**src/rtl/hockey_pkg.sv**
```systemverilog
// Shared types and constants for the air-hockey puck pipeline.
// The field geometry and colours are used by the mover and the collision block alike.
package hockey_pkg;

    localparam int X_W       = 8;
    localparam int Y_W       = 7;
    localparam int COL_W     = 3;
    localparam int BOX       = 4;
    localparam int FIELD_MAX = 100;

    localparam logic [COL_W-1:0] COL_PUCK = 3'b111;
    localparam logic [COL_W-1:0] COL_BG   = 3'b000;

    typedef enum logic [2:0] {
        WAIT,
        ERASE,
        CHECK,
        MOVE,
        DRAW
    } state_t;

    // One-pixel step along an axis.
    // A step that would leave 0..FIELD_MAX-BOX is dropped, so the axis holds.
    function automatic int step_axis(input int pos, input logic inc);
        if (inc)
            return (pos < FIELD_MAX - BOX) ? pos + 1 : pos;
        else
            return (pos > 0) ? pos - 1 : pos;
    endfunction

endpackage

```
**src/rtl/frame_divider.sv**
```systemverilog
// Reloadable down-counter that marks the start of each movement frame.
// The counter holds at zero until the owner reloads it.
module frame_divider #(
    parameter int DIV = 833334
) (
    input  logic clock,
    input  logic reset,
    input  logic en,
    input  logic reload,
    output logic tick
);
    localparam int W = $clog2(DIV);
    localparam logic [W-1:0] TOP = W'(DIV - 1);

    logic [W-1:0] cnt;

    always_ff @(posedge clock) begin
        if (reset || reload)
            cnt <= TOP;
        else if (en && cnt != '0)
            cnt <= cnt - W'(1);
    end

    assign tick = en && (cnt == '0);

endmodule

```
**src/rtl/puck_mover.sv**
```systemverilog
// Per-frame erase / collision-query / step / redraw sequencer for the 4x4 puck.
// Outputs are registered from the next state, so each plot lines up with its state cycle.
module puck_mover
    import hockey_pkg::*;
#(
    parameter int               FRAME_DIV   = 833334,
    parameter logic [X_W-1:0]   START_X     = 8'd10,
    parameter logic [Y_W-1:0]   START_Y     = 7'd20,
    parameter logic [COL_W-1:0] PUCK_COLOUR = COL_PUCK,
    parameter logic [COL_W-1:0] BG_COLOUR   = COL_BG
) (
    input  logic             clock,
    input  logic             reset_n,
    input  logic             horizontal,
    input  logic             vertical,
    output logic             coll_enable,
    output logic [X_W-1:0]   box_x,
    output logic [Y_W-1:0]   box_y,
    output logic [X_W-1:0]   x_out,
    output logic [Y_W-1:0]   y_out,
    output logic [COL_W-1:0] colour,
    output logic             plot
);
    state_t         state, nstate;
    logic [3:0]     pix, npix;
    logic [X_W-1:0] nbox_x, nx;
    logic [Y_W-1:0] nbox_y, ny;
    logic [COL_W-1:0] ncolour;
    logic           nplot, ncoll;
    logic           tick, reload;

    assign reload = (state == DRAW) && (pix == 4'd15);

    frame_divider #(.DIV(FRAME_DIV)) u_div (
        .clock  (clock),
        .reset  (reset_n),
        .en     (state == WAIT),
        .reload (reload),
        .tick   (tick)
    );

    // State and output registers
    always_ff @(posedge clock) begin
        if (reset_n) begin
            state       <= WAIT;
            pix         <= '0;
            box_x       <= START_X;
            box_y       <= START_Y;
            plot        <= 1'b0;
            coll_enable <= 1'b0;
            x_out       <= '0;
            y_out       <= '0;
            colour      <= BG_COLOUR;
        end else begin
            state       <= nstate;
            pix         <= npix;
            box_x       <= nbox_x;
            box_y       <= nbox_y;
            plot        <= nplot;
            coll_enable <= ncoll;
            x_out       <= nx;
            y_out       <= ny;
            colour      <= ncolour;
        end
    end

    // Next state, sweep counter and position
    always_comb begin
        nstate = state;
        npix   = pix;
        nbox_x = box_x;
        nbox_y = box_y;
        unique case (state)
            WAIT: begin
                if (tick) begin
                    nstate = ERASE;
                    npix   = '0;
                end
            end
            ERASE: begin
                npix = pix + 4'd1;
                if (pix == 4'd15) nstate = CHECK;
            end
            CHECK: nstate = MOVE;
            MOVE: begin
                // Flags were refreshed on the CHECK closing edge
                nbox_x = X_W'(step_axis(int'(box_x), horizontal));
                nbox_y = Y_W'(step_axis(int'(box_y), !vertical));
                nstate = DRAW;
                npix   = '0;
            end
            DRAW: begin
                npix = pix + 4'd1;
                if (pix == 4'd15) nstate = WAIT;
            end
            default: nstate = WAIT;
        endcase
    end

    // Output values for the cycle being entered
    always_comb begin
        nplot   = (nstate == ERASE) || (nstate == DRAW);
        ncoll   = (nstate == CHECK);
        ncolour = (nstate == DRAW) ? PUCK_COLOUR : BG_COLOUR;
        nx      = '0;
        ny      = '0;
        if (nplot) begin
            nx = nbox_x + X_W'(npix[1:0]);
            ny = nbox_y + Y_W'(npix[3:2]);
        end
    end

endmodule

```
**config.mk**
```make
export PLATFORM = sky130hd
export DESIGN_NAME = puck_mover
export DESIGN_NICKNAME = d
export VERILOG_FILES = /design/src/rtl/hockey_pkg.sv /design/src/rtl/frame_divider.sv /design/src/rtl/puck_mover.sv
export SDC_FILE = /design/constraint.sdc
export NUM_CORES = 1
export LEC_CHECK = 0
export CAP_MARGIN = 20
export CORE_MARGIN = 3
export CORE_UTILIZATION = 56
export DETAILED_ROUTE_END_ITERATION = 12
export PLACE_DENSITY_LB_ADDON = 0.05
export SLEW_MARGIN = 40
export SYNTH_ARGS = -nofsm -noshare
export SYNTH_HDL_FRONTEND = slang
export SYNTH_SLANG_ARGS = --single-unit
```
**constraint.sdc**
```tcl
create_clock -name clock -period 3.9 [get_ports clock]
set_input_delay 0.975 -clock clock [delete_from_list [all_inputs] [get_ports clock]]
set_output_delay 0.975 -clock clock [all_outputs]
set_load 0.005 [all_outputs]
```
==> summary by stage <==
Status
The flow ran to the end, and the final reports show no timing, DRC or antenna violations.

STA
The number of hold violations in the final report is 0. For the pin with the worst max-slew slack, the measured transition is 0.843 ns. The final critical path takes up between 80% and 90% of the cycle. The clock period minus final worst setup slack is around 3.4 ns.

The final count of pins violating max slew came to 0. The worst clock skew is 0.00666 ns. Setup violations remaining at the end of the flow were counted as 0. The sum of negative setup slack is 0 ns. The upper clock frequency limit is 0.292 GHz. Setup repair after global routing left no endpoint under its margin.

Across all setup checks in the final design, the least slack found is around 0.48 ns. The worst pin sits at a relative slew slack of 43.8%.

Worst hold path
The worst hold path belongs to the class reg2reg.

Global routing
Global routing used a little under a quarter of the available tracks across all layers. The number of antenna violations at the first check in global routing is 0. The number of global-route vias before repair is between 2000 and 3000. Entering global routing, the biggest net connects 27 pins. Summed over all layers, the global routing overflow is 0. The first global-routing pass estimated between 10000 and 15000 um of wire.

Finish
Fill cells in the final layout number roughly 450. The area growth from synthesis to layout is 18.0%. The count of inserted antenna diode cells is 0. Cells with a size suffix above 1 make up under 10% of the layout. The final standard cell utilization of the core is 70.7%. The number of nets in the finished design is about 460.

Detailed routing
The length of the first detailed-routing pass in iterations is 5. The number of design-rule violations left by the first detailed-router iteration is 288. The routed design has between 8000 and 9000 um of wire. The routed length per instance is roughly 16 um. The residual DRC count is 0.

The detail route stage leaves a number of antenna-violating nets equal to 0. In the routed layout, each cell is associated on average with a via count of about 6.1. The detailed router placed 3166 vias in this run.

Floorplan
The width of the chip is between 80 and 90 um. The floorplan step set the die height to ~84 um. The site row count is 27. The initial core utilization is between 50% and 60%. Pin placement for this block handled 39 I/O pins. The total core area is 0.00571 mm^2. The floorplan step defined a die boundary enclosing approximately 0.007 mm^2.

Critical path
In this run the worst path has a maximum fanout of 5. The worst setup path is of the in2reg kind. The nature of the critical path endpoint is a flop. The setup check on the worst reg-to-reg path leaves a slack of approximately 0.54 ns. Data on the critical path is required at its endpoint by between 4 and 5 ns. The startpoint type of the worst setup path is an input port. The arrival time at the worst endpoint is 3.63 ns.

Run
The max-cap check violation count is 0.

Power
Power comes to between 1 and 1.5 mW. IR analysis of the VDD net gives a maximum drop of 273 uV. Power spread over the standard cell area amounts to approximately 310 mW/mm^2. The standby leakage power is about 1.5 nW.

Synth
Ranked by instance count, the synthesized netlist is headed by dfxtp_1 (60), nor2_1 (35), nand2_1 (34). Yosys instantiated no cell more often than dfxtp_1. The post-synth design cell area is 0.00342 mm^2. The average cell area after synthesis is around 8 um^2.

Sequential cells were found to cover a little over a third of the synthesized design area. The share of the synthesized area in the top cell type is between 30% and 40%. In the post-synthesis netlist, the biggest area contributors are dfxtp_1 (35%), a21oi_1 (4.7%), ha_1 (4.0%). In the synthesized netlist, the number of instances is around 420.

The share of flip-flops with an asynchronous set or reset after synthesis is 0%. When the netlist entered floorplanning its net count stood at roughly 430. In this run, distinct cell masters in the synthesized netlist total 66. The largest area contributor in the netlist is dfxtp_1.

The predominant post-synthesis flop cell is dfxtp_1. In this run, synthesis produced a sequential element count of 60. The number of synthesized flops with an enable pin is 0. The Yosys step of the flow raised 0 warnings.

Clocking
The master cell of the clock root buffer is clkbuf_8. The sink count of the clock tree is 60. The clock transition at the register clock pins on the worst setup and hold paths after CTS is 0.07 ns.

Buffers inserted during clock tree synthesis total 9. The number of H-tree branching levels is 3. Buffers inserted to repair hold after CTS numbered 0.

For the worst-skew pair, the clock arrives at the later sink with an insertion delay of roughly 0.33 ns. The number of instances resized during post-cts repair is 0. The post-CTS setup-driven buffer insertion count is 0.

TritonCTS built the clock tree. The largest buffer count on any clock path is 2.

Placed design
The HPWL after detailed placement is between 5000 and 6000 um. OpenSTA, run right after detailed placement, puts the worst setup slack at between 0.1 and 0.15 ns. The weighted congestion at the end of routability-driven global placement is 0.835.

The count of buffers added on input and output ports is 38.
-- routing by layer --
metal  wire length [um]  global-route usage [%]  share of wire, %  up-vias
li1                   -                       -                 -     1558
met1               3790                    32.6                46     1486
met2               3800                    36.6                47      111
met3                487                    4.81               6.0       11
met4                 86                    7.02               1.1        0
met5                  0                       0                 0        -
-- registers in the layout (all words and copies together) (netlist names) --
name / cells
u_div.cnt: 20
box_x: 8
x_out: 8
box_y: 7
y_out: 7
pix: 4
state: 3
coll_enable: 1
colour: 1
plot: 1
-- worst max-delay path, cell delays in order --
cell             delay (ns)
clkdlybuf4s50_1        0.42
or4b_1                 0.56
o21ai_1                0.20
a21oi_1                0.08
xnor2_1                0.20
ha_1                   0.21
inv_1                  0.05
fa_1                   0.39
a21oi_1                0.27
and3_1                 0.21
nor3_1                 0.05
-- metrics by stage --
stage | instances | hold slack [ns] | area (um^2)
2_1_floorplan | 416 | 0.451 | 3420
3_3_place_gp | 507 | 0.464 | 3840
3_5_place_dp | 507 | 0.465 | 3840
4_1_cts | 523 | 0.486 | 4040
5_1_grt | 523 | 0.520 | 4040
6_report | 523 | 0.482 | 4040
-- cell type report --
class                   count  area, um^2  area share, %
multi-input cells         314        2050           50.8
repair buffers             45         433           10.7
flip-flops and latches     60        1200           29.7
clock inverters             4        47.5           1.18
inverters                  16        61.3           1.52
well taps                  72        90.1           2.23
clock buffers              12         155           3.84
-- cells in the final DEF (no fill, tap or decap), types with 10 or more instances in the layout --
cell	count
xor2_1	13
nand3_1	12
clkbuf_8	11
nor2b_1	15
xnor2_1	10
inv_1	15
ha_1	11
a21oi_1	32
o21ai_0	10
clkdlybuf4s50_1	38
nor2_1	35
nand2_1	34
dfxtp_1	60
nor3_1	18
-- worst paths after layout --
kind	from	to	cells past startpoint
setup / recovery	horizontal	x_out[4]$_SDFF_PP0_	11
hold / removal	u_div.cnt[9]$_SDFFE_PP1P_	u_div.cnt[9]$_SDFFE_PP1P_	2
setup reg to reg	u_div.cnt[14]$_SDFFE_PP0P_	x_out[7]$_SDFF_PP0_	11
hold reg to reg	u_div.cnt[9]$_SDFFE_PP1P_	u_div.cnt[9]$_SDFFE_PP1P_	2
-- cell families after synthesis --
group | Yosys count | synth area share (%)
AOI/OAI and AO/OA | 100 | 19.9
DFF | 60 | 35.1
buffers and inverters | 42 | 5.01
and+or+nand+nor | 173 | 27.4
xor gates and xnor gates | 23 | 5.88
muxes | 5 | 1.50
adders and majority gates | 13 | 5.19
-- where the power goes --
| part | internal, mW | total (mW) | switching [mW] |
|---|---|---|---|
| registers | 0.618 | 0.622 | 0.00486 |
| clock network | 0.328 | 0.563 | 0.236 |
| logic | 0.0171 | 0.0461 | 0.0290 |
| total | 0.963 | 1.23 | 0.270 |
Note: power is estimated with default switching activity, not from simulation.
